--- config.mk ---
export PLATFORM = sky130hd
export DESIGN_NAME = mips_multicycle_ctrl_flat
export DESIGN_NICKNAME = d
export VERILOG_FILES = /design/src/rtl/mips_ctrl_pkg.sv /design/src/rtl/mips_multicycle_ctrl_if.sv /design/src/rtl/mips_ctrl_wait_timer.sv /design/src/rtl/mips_multicycle_ctrl.sv /design/src/flat_wrapper.sv
export SDC_FILE = /design/constraint.sdc
export NUM_CORES = 1
export LEC_CHECK = 0
export BUFFER_PORTS_ARGS = -buffer_cell sky130_fd_sc_hd__buf_2
export CAP_MARGIN = 20
export CORE_UTILIZATION = 58
export CTS_CLUSTER_SIZE = 8
export DETAILED_ROUTE_END_ITERATION = 10
export PLACE_DENSITY_LB_ADDON = 0.15
export SYNTH_ARGS = -nofsm -noshare
export SYNTH_HDL_FRONTEND = slang
export SYNTH_SLANG_ARGS = --single-unit
--- constraint.sdc ---
create_clock -name clk -period 4.4 [get_ports clk]
set_input_delay 0.66 -clock clk [delete_from_list [all_inputs] [get_ports clk]]
set_output_delay 0.66 -clock clk [all_outputs]
set_load 0.02 [all_outputs]
--- src/rtl/mips_ctrl_pkg.sv ---
// Shared encodings for the multi-cycle MIPS controller: opcodes, ALU codes,
// FSM states, fault codes and the per-state control word.
package mips_ctrl_pkg;

    localparam int OP_W    = 6;
    localparam int FUNCT_W = 6;
    localparam int ALUOP_W = 3;

    localparam logic [OP_W-1:0] OP_RTYPE = 6'b000000;
    localparam logic [OP_W-1:0] OP_LW    = 6'b100011;
    localparam logic [OP_W-1:0] OP_SW    = 6'b101011;
    localparam logic [OP_W-1:0] OP_ADDI  = 6'b001000;
    localparam logic [OP_W-1:0] OP_ANDI  = 6'b001100;
    localparam logic [OP_W-1:0] OP_BEQ   = 6'b000100;
    localparam logic [OP_W-1:0] OP_J     = 6'b000010;
    localparam logic [OP_W-1:0] OP_JAL   = 6'b000011;

    localparam logic [FUNCT_W-1:0] FN_JR = 6'b001000;

    localparam logic [ALUOP_W-1:0] ALUOP_RFN  = 3'b000;
    localparam logic [ALUOP_W-1:0] ALUOP_ADD  = 3'b001;
    localparam logic [ALUOP_W-1:0] ALUOP_ADDI = 3'b010;
    localparam logic [ALUOP_W-1:0] ALUOP_AND  = 3'b011;
    localparam logic [ALUOP_W-1:0] ALUOP_SUB  = 3'b110;

    localparam logic [1:0] FAULT_NONE        = 2'b00;
    localparam logic [1:0] FAULT_ILLEGAL_OP  = 2'b01;
    localparam logic [1:0] FAULT_MEM_TIMEOUT = 2'b10;

    typedef enum logic [3:0] {
        S_FETCH, S_DECODE, S_EXEC_R, S_WB_R, S_EXEC_I, S_WB_I,
        S_MEM_ADDR, S_MEM_RD, S_WB_MEM, S_MEM_WR,
        S_BRANCH, S_JUMP, S_JAL, S_JR, S_FAULT
    } state_e;

    // fetch_ld / retire_on_ready are qualified by mem_ready at the port.
    typedef struct packed {
        logic               mem_read;
        logic               mem_write;
        logic               i_or_d;
        logic               pc_write;
        logic               pc_write_cond;
        logic [1:0]         pc_source;
        logic               alu_src_a;
        logic [1:0]         alu_src_b;
        logic [ALUOP_W-1:0] aluop;
        logic [1:0]         reg_dst;
        logic               reg_write;
        logic [1:0]         mem_to_reg;
        logic               retire;
        logic               fetch_ld;
        logic               retire_on_ready;
    } ctrl_out_t;

    function automatic logic is_mem_state(state_e s);
        return (s == S_FETCH) || (s == S_MEM_RD) || (s == S_MEM_WR);
    endfunction

    function automatic ctrl_out_t ctrl_for_state(state_e s, logic is_andi);
        ctrl_out_t c;
        c = '0;
        case (s)
            S_FETCH: begin
                c.mem_read  = 1'b1;
                c.alu_src_b = 2'b01;
                c.aluop     = ALUOP_ADD;
                c.fetch_ld  = 1'b1;
            end
            S_DECODE: begin
                c.alu_src_b = 2'b11;
                c.aluop     = ALUOP_ADD;
            end
            S_EXEC_R: begin
                c.alu_src_a = 1'b1;
                c.aluop     = ALUOP_RFN;
            end
            S_WB_R: begin
                c.reg_dst   = 2'b01;
                c.reg_write = 1'b1;
                c.retire    = 1'b1;
            end
            S_EXEC_I: begin
                c.alu_src_a = 1'b1;
                c.alu_src_b = 2'b10;
                c.aluop     = is_andi ? ALUOP_AND : ALUOP_ADDI;
            end
            S_WB_I: begin
                c.reg_write = 1'b1;
                c.retire    = 1'b1;
            end
            S_MEM_ADDR: begin
                c.alu_src_a = 1'b1;
                c.alu_src_b = 2'b10;
                c.aluop     = ALUOP_ADD;
            end
            S_MEM_RD: begin
                c.mem_read = 1'b1;
                c.i_or_d   = 1'b1;
            end
            S_WB_MEM: begin
                c.mem_to_reg = 2'b01;
                c.reg_write  = 1'b1;
                c.retire     = 1'b1;
            end
            S_MEM_WR: begin
                c.mem_write       = 1'b1;
                c.i_or_d          = 1'b1;
                c.retire_on_ready = 1'b1;
            end
            S_BRANCH: begin
                c.alu_src_a     = 1'b1;
                c.aluop         = ALUOP_SUB;
                c.pc_write_cond = 1'b1;
                c.pc_source     = 2'b01;
                c.retire        = 1'b1;
            end
            S_JUMP: begin
                c.pc_write  = 1'b1;
                c.pc_source = 2'b10;
                c.retire    = 1'b1;
            end
            S_JAL: begin
                c.pc_write   = 1'b1;
                c.pc_source  = 2'b10;
                c.reg_dst    = 2'b10;
                c.mem_to_reg = 2'b10;
                c.reg_write  = 1'b1;
                c.retire     = 1'b1;
            end
            S_JR: begin
                c.pc_write  = 1'b1;
                c.pc_source = 2'b11;
                c.retire    = 1'b1;
            end
            default: c = '0;
        endcase
        return c;
    endfunction

endpackage

--- src/rtl/mips_multicycle_ctrl_if.sv ---
// Controller <-> IR/memory/datapath bundle. master = controller, slave = datapath side.
interface mips_multicycle_ctrl_if;
    import mips_ctrl_pkg::*;

    logic [OP_W-1:0]    op;
    logic [FUNCT_W-1:0] funct;
    logic               zero;
    logic               mem_ready;
    logic               mem_read;
    logic               mem_write;
    logic               i_or_d;
    logic               ir_write;
    logic               pc_write;
    logic               pc_write_cond;
    logic [1:0]         pc_source;
    logic               alu_src_a;
    logic [1:0]         alu_src_b;
    logic [ALUOP_W-1:0] aluop;
    logic [1:0]         reg_dst;
    logic               reg_write;
    logic [1:0]         mem_to_reg;
    logic               retire;
    logic               fault;
    logic [1:0]         fault_code;

    modport master (
        input  op, funct, zero, mem_ready,
        output mem_read, mem_write, i_or_d, ir_write, pc_write, pc_write_cond,
               pc_source, alu_src_a, alu_src_b, aluop, reg_dst, reg_write,
               mem_to_reg, retire, fault, fault_code
    );

    modport slave (
        output op, funct, zero, mem_ready,
        input  mem_read, mem_write, i_or_d, ir_write, pc_write, pc_write_cond,
               pc_source, alu_src_a, alu_src_b, aluop, reg_dst, reg_write,
               mem_to_reg, retire, fault, fault_code
    );

endinterface

--- src/rtl/mips_ctrl_wait_timer.sv ---
// Saturating count of consecutive mem_ready=0 cycles spent in a memory state.
module mips_ctrl_wait_timer #(
    parameter int MEM_TIMEOUT = 15
) (
    input  logic clk,
    input  logic rst,
    input  logic clear,
    input  logic inc,
    output logic expired
);
    localparam int CNT_W = $clog2(MEM_TIMEOUT + 1);
    localparam logic [CNT_W-1:0] CNT_MAX = CNT_W'(MEM_TIMEOUT);

    logic [CNT_W-1:0] wait_cnt_q, wait_cnt_d;

    always_comb begin
        wait_cnt_d = wait_cnt_q;
        if (clear)
            wait_cnt_d = '0;
        else if (inc && (wait_cnt_q != CNT_MAX))
            wait_cnt_d = wait_cnt_q + CNT_W'(1);
    end

    always_ff @(posedge clk or posedge rst) begin
        if (rst)
            wait_cnt_q <= '0;
        else
            wait_cnt_q <= wait_cnt_d;
    end

    assign expired = (wait_cnt_q == CNT_MAX);

endmodule

--- src/rtl/mips_multicycle_ctrl.sv ---
// Moore control FSM for a multi-cycle MIPS datapath with memory-ready
// handshake, wait timeout and sticky illegal-op / timeout fault.
module mips_multicycle_ctrl
    import mips_ctrl_pkg::*;
#(
    parameter int MEM_TIMEOUT = 15
) (
    input logic                   clk,
    input logic                   rst,
    mips_multicycle_ctrl_if.master bus
);

    state_e     state_q, state_d;
    ctrl_out_t  ctrl_q, ctrl_d, ctrl_vis;
    logic       fault_q, fault_d;
    logic [1:0] fault_code_q, fault_code_d, fault_cause;
    logic       timer_clear, timer_inc, timer_expired;

    mips_ctrl_wait_timer #(.MEM_TIMEOUT(MEM_TIMEOUT)) u_wait_timer (
        .clk     (clk),
        .rst     (rst),
        .clear   (timer_clear),
        .inc     (timer_inc),
        .expired (timer_expired)
    );

    // NOTE: every always_comb output gets a default first so no path can infer a latch.
    always_comb begin
        state_d     = state_q;
        fault_cause = FAULT_NONE;
        unique case (state_q)
            S_FETCH:
                if (bus.mem_ready) state_d = S_DECODE;
                else if (timer_expired) begin
                    state_d     = S_FAULT;
                    fault_cause = FAULT_MEM_TIMEOUT;
                end
            S_DECODE:
                case (bus.op)
                    OP_RTYPE:        state_d = (bus.funct == FN_JR) ? S_JR : S_EXEC_R;
                    OP_LW, OP_SW:    state_d = S_MEM_ADDR;
                    OP_ADDI, OP_ANDI: state_d = S_EXEC_I;
                    OP_BEQ:          state_d = S_BRANCH;
                    OP_J:            state_d = S_JUMP;
                    OP_JAL:          state_d = S_JAL;
                    default: begin
                        state_d     = S_FAULT;
                        fault_cause = FAULT_ILLEGAL_OP;
                    end
                endcase
            S_EXEC_R:   state_d = S_WB_R;
            S_EXEC_I:   state_d = S_WB_I;
            S_MEM_ADDR: state_d = (bus.op == OP_LW) ? S_MEM_RD : S_MEM_WR;
            S_MEM_RD, S_MEM_WR:
                if (bus.mem_ready) state_d = (state_q == S_MEM_RD) ? S_WB_MEM : S_FETCH;
                else if (timer_expired) begin
                    state_d     = S_FAULT;
                    fault_cause = FAULT_MEM_TIMEOUT;
                end
            S_WB_R, S_WB_I, S_WB_MEM, S_BRANCH, S_JUMP, S_JAL, S_JR:
                state_d = S_FETCH;
            S_FAULT:    state_d = S_FAULT;
            default:    state_d = S_FETCH;
        endcase

        fault_d      = fault_q | (state_d == S_FAULT);
        fault_code_d = fault_code_q;
        if ((state_d == S_FAULT) && (state_q != S_FAULT))
            fault_code_d = fault_cause;

        // Outputs are decoded from the next state so they come straight off flops;
        // op is only consulted here while leaving DECODE.
        ctrl_d = ctrl_for_state(state_d, bus.op == OP_ANDI);

        timer_clear = bus.mem_ready | (is_mem_state(state_d) && (state_d != state_q));
        timer_inc   = is_mem_state(state_q) & ~bus.mem_ready;
    end

    // NOTE: sequential state uses non-blocking assignments so every flop samples pre-edge values.
    always_ff @(posedge clk or posedge rst) begin
        if (rst) begin
            state_q      <= S_FETCH;
            ctrl_q       <= ctrl_for_state(S_FETCH, 1'b0);
            fault_q      <= 1'b0;
            fault_code_q <= FAULT_NONE;
        end else begin
            state_q      <= state_d;
            ctrl_q       <= ctrl_d;
            fault_q      <= fault_d;
            fault_code_q <= fault_code_d;
        end
    end

    // ctrl_q holds the FETCH word through reset, so strobes are masked while rst is high.
    assign ctrl_vis = rst ? ctrl_out_t'('0) : ctrl_q;

    assign bus.mem_read      = ctrl_vis.mem_read;
    assign bus.mem_write     = ctrl_vis.mem_write;
    assign bus.i_or_d        = ctrl_vis.i_or_d;
    assign bus.ir_write      = ctrl_vis.fetch_ld & bus.mem_ready;
    assign bus.pc_write      = ctrl_vis.pc_write | (ctrl_vis.fetch_ld & bus.mem_ready);
    assign bus.pc_write_cond = ctrl_vis.pc_write_cond;
    assign bus.pc_source     = ctrl_vis.pc_source;
    assign bus.alu_src_a     = ctrl_vis.alu_src_a;
    assign bus.alu_src_b     = ctrl_vis.alu_src_b;
    assign bus.aluop         = ctrl_vis.aluop;
    assign bus.reg_dst       = ctrl_vis.reg_dst;
    assign bus.reg_write     = ctrl_vis.reg_write;
    assign bus.mem_to_reg    = ctrl_vis.mem_to_reg;
    assign bus.retire        = ctrl_vis.retire | (ctrl_vis.retire_on_ready & bus.mem_ready);
    assign bus.fault         = fault_q;
    assign bus.fault_code    = fault_code_q;

endmodule
--- src/flat_wrapper.sv ---
// flat-port wrapper written by rule: the top's interface ports become plain ports
module mips_multicycle_ctrl_flat import mips_ctrl_pkg::*;
#(
    parameter int MEM_TIMEOUT = 15
)
  (clk, rst, bus_op, bus_funct, bus_zero, bus_mem_ready, bus_mem_read, bus_mem_write, bus_i_or_d, bus_ir_write, bus_pc_write, bus_pc_write_cond, bus_pc_source, bus_alu_src_a, bus_alu_src_b, bus_aluop, bus_reg_dst, bus_reg_write, bus_mem_to_reg, bus_retire, bus_fault, bus_fault_code);
  mips_multicycle_ctrl_if bus_i ();
  input logic clk;
  input logic rst;
  input wire logic [$bits(bus_i.op)-1:0] bus_op;
  input wire logic [$bits(bus_i.funct)-1:0] bus_funct;
  input wire logic [$bits(bus_i.zero)-1:0] bus_zero;
  input wire logic [$bits(bus_i.mem_ready)-1:0] bus_mem_ready;
  output wire logic [$bits(bus_i.mem_read)-1:0] bus_mem_read;
  output wire logic [$bits(bus_i.mem_write)-1:0] bus_mem_write;
  output wire logic [$bits(bus_i.i_or_d)-1:0] bus_i_or_d;
  output wire logic [$bits(bus_i.ir_write)-1:0] bus_ir_write;
  output wire logic [$bits(bus_i.pc_write)-1:0] bus_pc_write;
  output wire logic [$bits(bus_i.pc_write_cond)-1:0] bus_pc_write_cond;
  output wire logic [$bits(bus_i.pc_source)-1:0] bus_pc_source;
  output wire logic [$bits(bus_i.alu_src_a)-1:0] bus_alu_src_a;
  output wire logic [$bits(bus_i.alu_src_b)-1:0] bus_alu_src_b;
  output wire logic [$bits(bus_i.aluop)-1:0] bus_aluop;
  output wire logic [$bits(bus_i.reg_dst)-1:0] bus_reg_dst;
  output wire logic [$bits(bus_i.reg_write)-1:0] bus_reg_write;
  output wire logic [$bits(bus_i.mem_to_reg)-1:0] bus_mem_to_reg;
  output wire logic [$bits(bus_i.retire)-1:0] bus_retire;
  output wire logic [$bits(bus_i.fault)-1:0] bus_fault;
  output wire logic [$bits(bus_i.fault_code)-1:0] bus_fault_code;
  assign bus_i.op = bus_op;
  assign bus_i.funct = bus_funct;
  assign bus_i.zero = bus_zero;
  assign bus_i.mem_ready = bus_mem_ready;
  assign bus_mem_read = bus_i.mem_read;
  assign bus_mem_write = bus_i.mem_write;
  assign bus_i_or_d = bus_i.i_or_d;
  assign bus_ir_write = bus_i.ir_write;
  assign bus_pc_write = bus_i.pc_write;
  assign bus_pc_write_cond = bus_i.pc_write_cond;
  assign bus_pc_source = bus_i.pc_source;
  assign bus_alu_src_a = bus_i.alu_src_a;
  assign bus_alu_src_b = bus_i.alu_src_b;
  assign bus_aluop = bus_i.aluop;
  assign bus_reg_dst = bus_i.reg_dst;
  assign bus_reg_write = bus_i.reg_write;
  assign bus_mem_to_reg = bus_i.mem_to_reg;
  assign bus_retire = bus_i.retire;
  assign bus_fault = bus_i.fault;
  assign bus_fault_code = bus_i.fault_code;
  mips_multicycle_ctrl #(.MEM_TIMEOUT(MEM_TIMEOUT)) u_core (.clk(clk), .rst(rst), .bus(bus_i));
endmodule
==> results.md <==
* Commonest cells in the netlist: dfrtp_1 (27), nor2b_1 (24), nor2_1 (17), nand2_1 (12), a21oi_1 (10)
* Dominant cell by count in the synthesized netlist: dfrtp_1
* Area of the core region at around 0.0031 sq mm
* Final worst slack at roughly 1.6 ns
* Proportion of synthesized chip area in sequential cells at between 40% and 50%
* Type of destination of the critical path: register
* First-pass GRT wire length at ~6.4 mm
* DRC marker count from the first detailed-route iteration at slightly above 60
* Half-perimeter wire length of the detailed placement result at 2.76 mm
* Vertical die dimension at 58.8 microns
* Pre-antenna DRT Iters at 4
* Minimum period implied by the final worst setup slack at 2.83 ns
* Final wirelength at 3.77 mm
* Antenna violations before repair at 0
* Largest delay contributor family on the critical path: simple AND/OR/NAND/NOR gates
* Slowest library cell on the worst path: or4_1
* Routed Antenna Nets at 0
* Cell breakdown of the critical path: or4_1 -> a31o_1 -> a2bb2oi_1 -> o21a_2 -> inv_1 -> nand4_1 -> a22oi_2 -> nor4_1
* Pin count of the biggest net entering global routing at 31
* Hold-fix buffer count after cts at 0
* Mean Syn Cell Area at 9.47 sq um
* Cell taking the most area after synthesis: dfrtp_1
* Count of pins on the block boundary at 39
* Endpoints failing hold at 0
* Clk sinks at 31
* Number of buffers created by CTS at 5
* Final worst path period share at 64.4%
* Total global routing overflow at 0
* Via-to-Cell Ratio at 5.71
* Area added between synthesis and finish at 13.1%
* Sum of negative setup slack at 0 ns
* Total number of placement rows at 20
* Max VDD drop at 0.318 mV
* Count of flip-flops with a built-in enable after synthesis at 0
* Starting density of the core at 61.4%
* Number of setup buffers added after CTS at 0
* Antenna diode instance count at 0
* H-Tree Level Count at 2
* Final Max Slew Viols at 0
* Mean routed wirelength per cell at 13.6 microns
* Async set or reset register ratio after synthesis at 100%
* Top cells by area in the synthesized netlist: dfrtp_1 (36%), nor2b_1 (8.0%), dfstp_2 (5.6%)
* Maximum single-stage delay on the critical path at 0.66 ns
* Layout Nets at 249
* Commonest register cell after synthesis: dfrtp_1
* Post-place setup slack at between 1 and 1.5 ns
* Number of max-cap violations at 0
* Critical Setup Path Class: register to register
* Timing-limited maximum frequency at around 350 MHz
* Area of the mapped netlist at approximately 0.0019 sq mm
* Number of resized instances in the post-cts repair step at 0
* Count of yosys warnings during synthesis at 0
* Final Skew at ~0.011 ns
* TritonCTS clock tree: done
* Detailed-route via count at about 1600
* Number of DRC violations after detailed routing at 0
* Area of the die at approximately 0.0035 sq mm
* Worst-skew pair later-pin latency at 0.33 ns
* Unrepaired setup endpoints after global routing: false
* Placer congestion estimate at 0.851
* Cell count after synthesis at 198
* Biggest fanout along the worst timing path at 17
* Critical path buffers and inverters at 1
* Kind of path behind the tightest hold check: primary input to async pin
* Result of the run: finished clean
* Transition at the pin with the smallest max-transition slack at a little under 0.7 ns
* Global Route Usage Sum at 24.9%
* Static leakage at 0.000984 uW
* Mapped Nets at 215
* Buffer depth of the longest clock path at 2
* Post-synthesis cell type count at 60
* Top-area cell type share of the netlist area at 36.0%
* Horizontal extent of the die at roughly 60 microns
* Clock root buffer master: clkbuf_4
* Setup crit start kind: register
* Power density over the cells at between 600 and 700 mW/mm^2
* Number of setup violations in the final report at 0
* Remaining max-slew budget at the tightest pin at 53.3%
* CTS clk-pin slew, worst paths at 0.10 ns
* WP data arrival at between 3 and 4 ns
* Data required time at the worst endpoint at 4.61 ns
* Number of synthesized register bits at 31
* Share of layout cells above drive strength 1 at 28.3%
* Count of buffers inserted at the top-level ports at 37
* Via count of the first global-routing pass at 1350
-- final timing paths --
check / start / to / slack (ns) / cells past startpoint
setup / recovery: u_core.state_q[0] / u_core.u_wait_timer.wait_cnt_q[0] / 1.57 / 8
hold / removal: rst / u_core.ctrl_q[17] / 0.34 / 2
setup reg to reg: u_core.state_q[0] / u_core.u_wait_timer.wait_cnt_q[0] / 1.57 / 8
hold reg to reg: u_core.bus.fault_code[0] / u_core.bus.fault_code[0] / 0.50 / 1
max in group asynchronous: rst / u_core.ctrl_q[1] / 3.46 / 3
min in group clk: u_core.bus.fault_code[0] / u_core.bus.fault_code[0] / 0.50 / 1
-- sequential cells by signal, summed over array words and instances, names as in the netlist --
signal / flops
u_core.ctrl_q: 20
u_core.state_q: 4
u_core.u_wait_timer.wait_cnt_q: 4
u_core.bus.fault_code: 2
u_core.bus.fault: 1
-- through the flow --
step | total power, uW | utilization (%) | hold WS [ns] | cell area (sq um) | instances
2_1_floorplan | 1030 | - | 0.553 | 1870 | 198
3_3_place_gp | 1160 | 67.8 | 0.458 | 2070 | 269
3_5_place_dp | 1190 | 67.8 | 0.475 | 2070 | 269
4_1_cts | 1340 | 69.4 | 0.326 | 2120 | 277
5_1_grt | 1450 | 69.4 | 0.345 | 2120 | 277
6_report | 1340 | 69.4 | 0.337 | 2120 | 277
-- report_power, final --
group	internal (uW)	switching (uW)	total, uW
Combinational	275	434	709
Clock	62.2	90.5	153
Sequential	397	81.6	478
Total	734	606	1340
-- placed cells by master, fill, tap and decap left out, types with 2 or more instances in the layout --
cell type	Yosys	final
o21ai_0	4	4
nor4_1	6	6
clkbuf_4	0	5
nor2_1	17	17
a31o_1	2	2
a211oi_1	2	2
nor2b_1	24	24
nand2b_1	2	2
dfrtp_1	27	27
nand3b_1	2	2
xor2_1	3	3
nand4_1	2	2
or4_1	3	3
inv_1	6	6
a31oi_1	2	2
and2_1	2	2
xnor2_1	2	2
clkbuf_1	7	2
a21oi_1	10	10
o21ai_1	3	3
or2_2	3	3
o31ai_1	3	3
nand3_1	4	4
nand4b_1	3	3
or4b_1	2	2
buf_2	3	37
or4b_2	2	2
nand2_1	12	12
a21o_1	2	2
and3_1	2	2
dfstp_2	4	4
nor3_1	3	3
-- routing by layer --
layer | vias to the layer above | global-route usage (%) | wire, microns
li1 | 787 | - | -
met1 | 735 | 33.8 | 1700
met2 | 56 | 38.6 | 1820
met3 | 5 | 5.93 | 195
met4 | 0 | 9.52 | 57
met5 | - | 0 | 0
-- logic make-up after synthesis --
kind of cell	Yosys count	share of synthesized area [%]
adders and majority gates	1	0.667
xor gates and xnor gates	5	2.34
and+or+nand+nor	99	32.7
muxes	1	0.534
buffers and inverters	18	4.21
AOI/OAI and AO/OA	43	17.9
DFF	31	41.7
-- final cells by class --
cell class	count	area, sq um
clock inverter	1	5.00
inverter	7	26.3
multi-input combinational	149	1010
tap	44	55.1
sequential	31	781
timing repair buffer	38	193
fill	254	933
clock buffer	7	45.0
(Power assumes the default switching activity.)
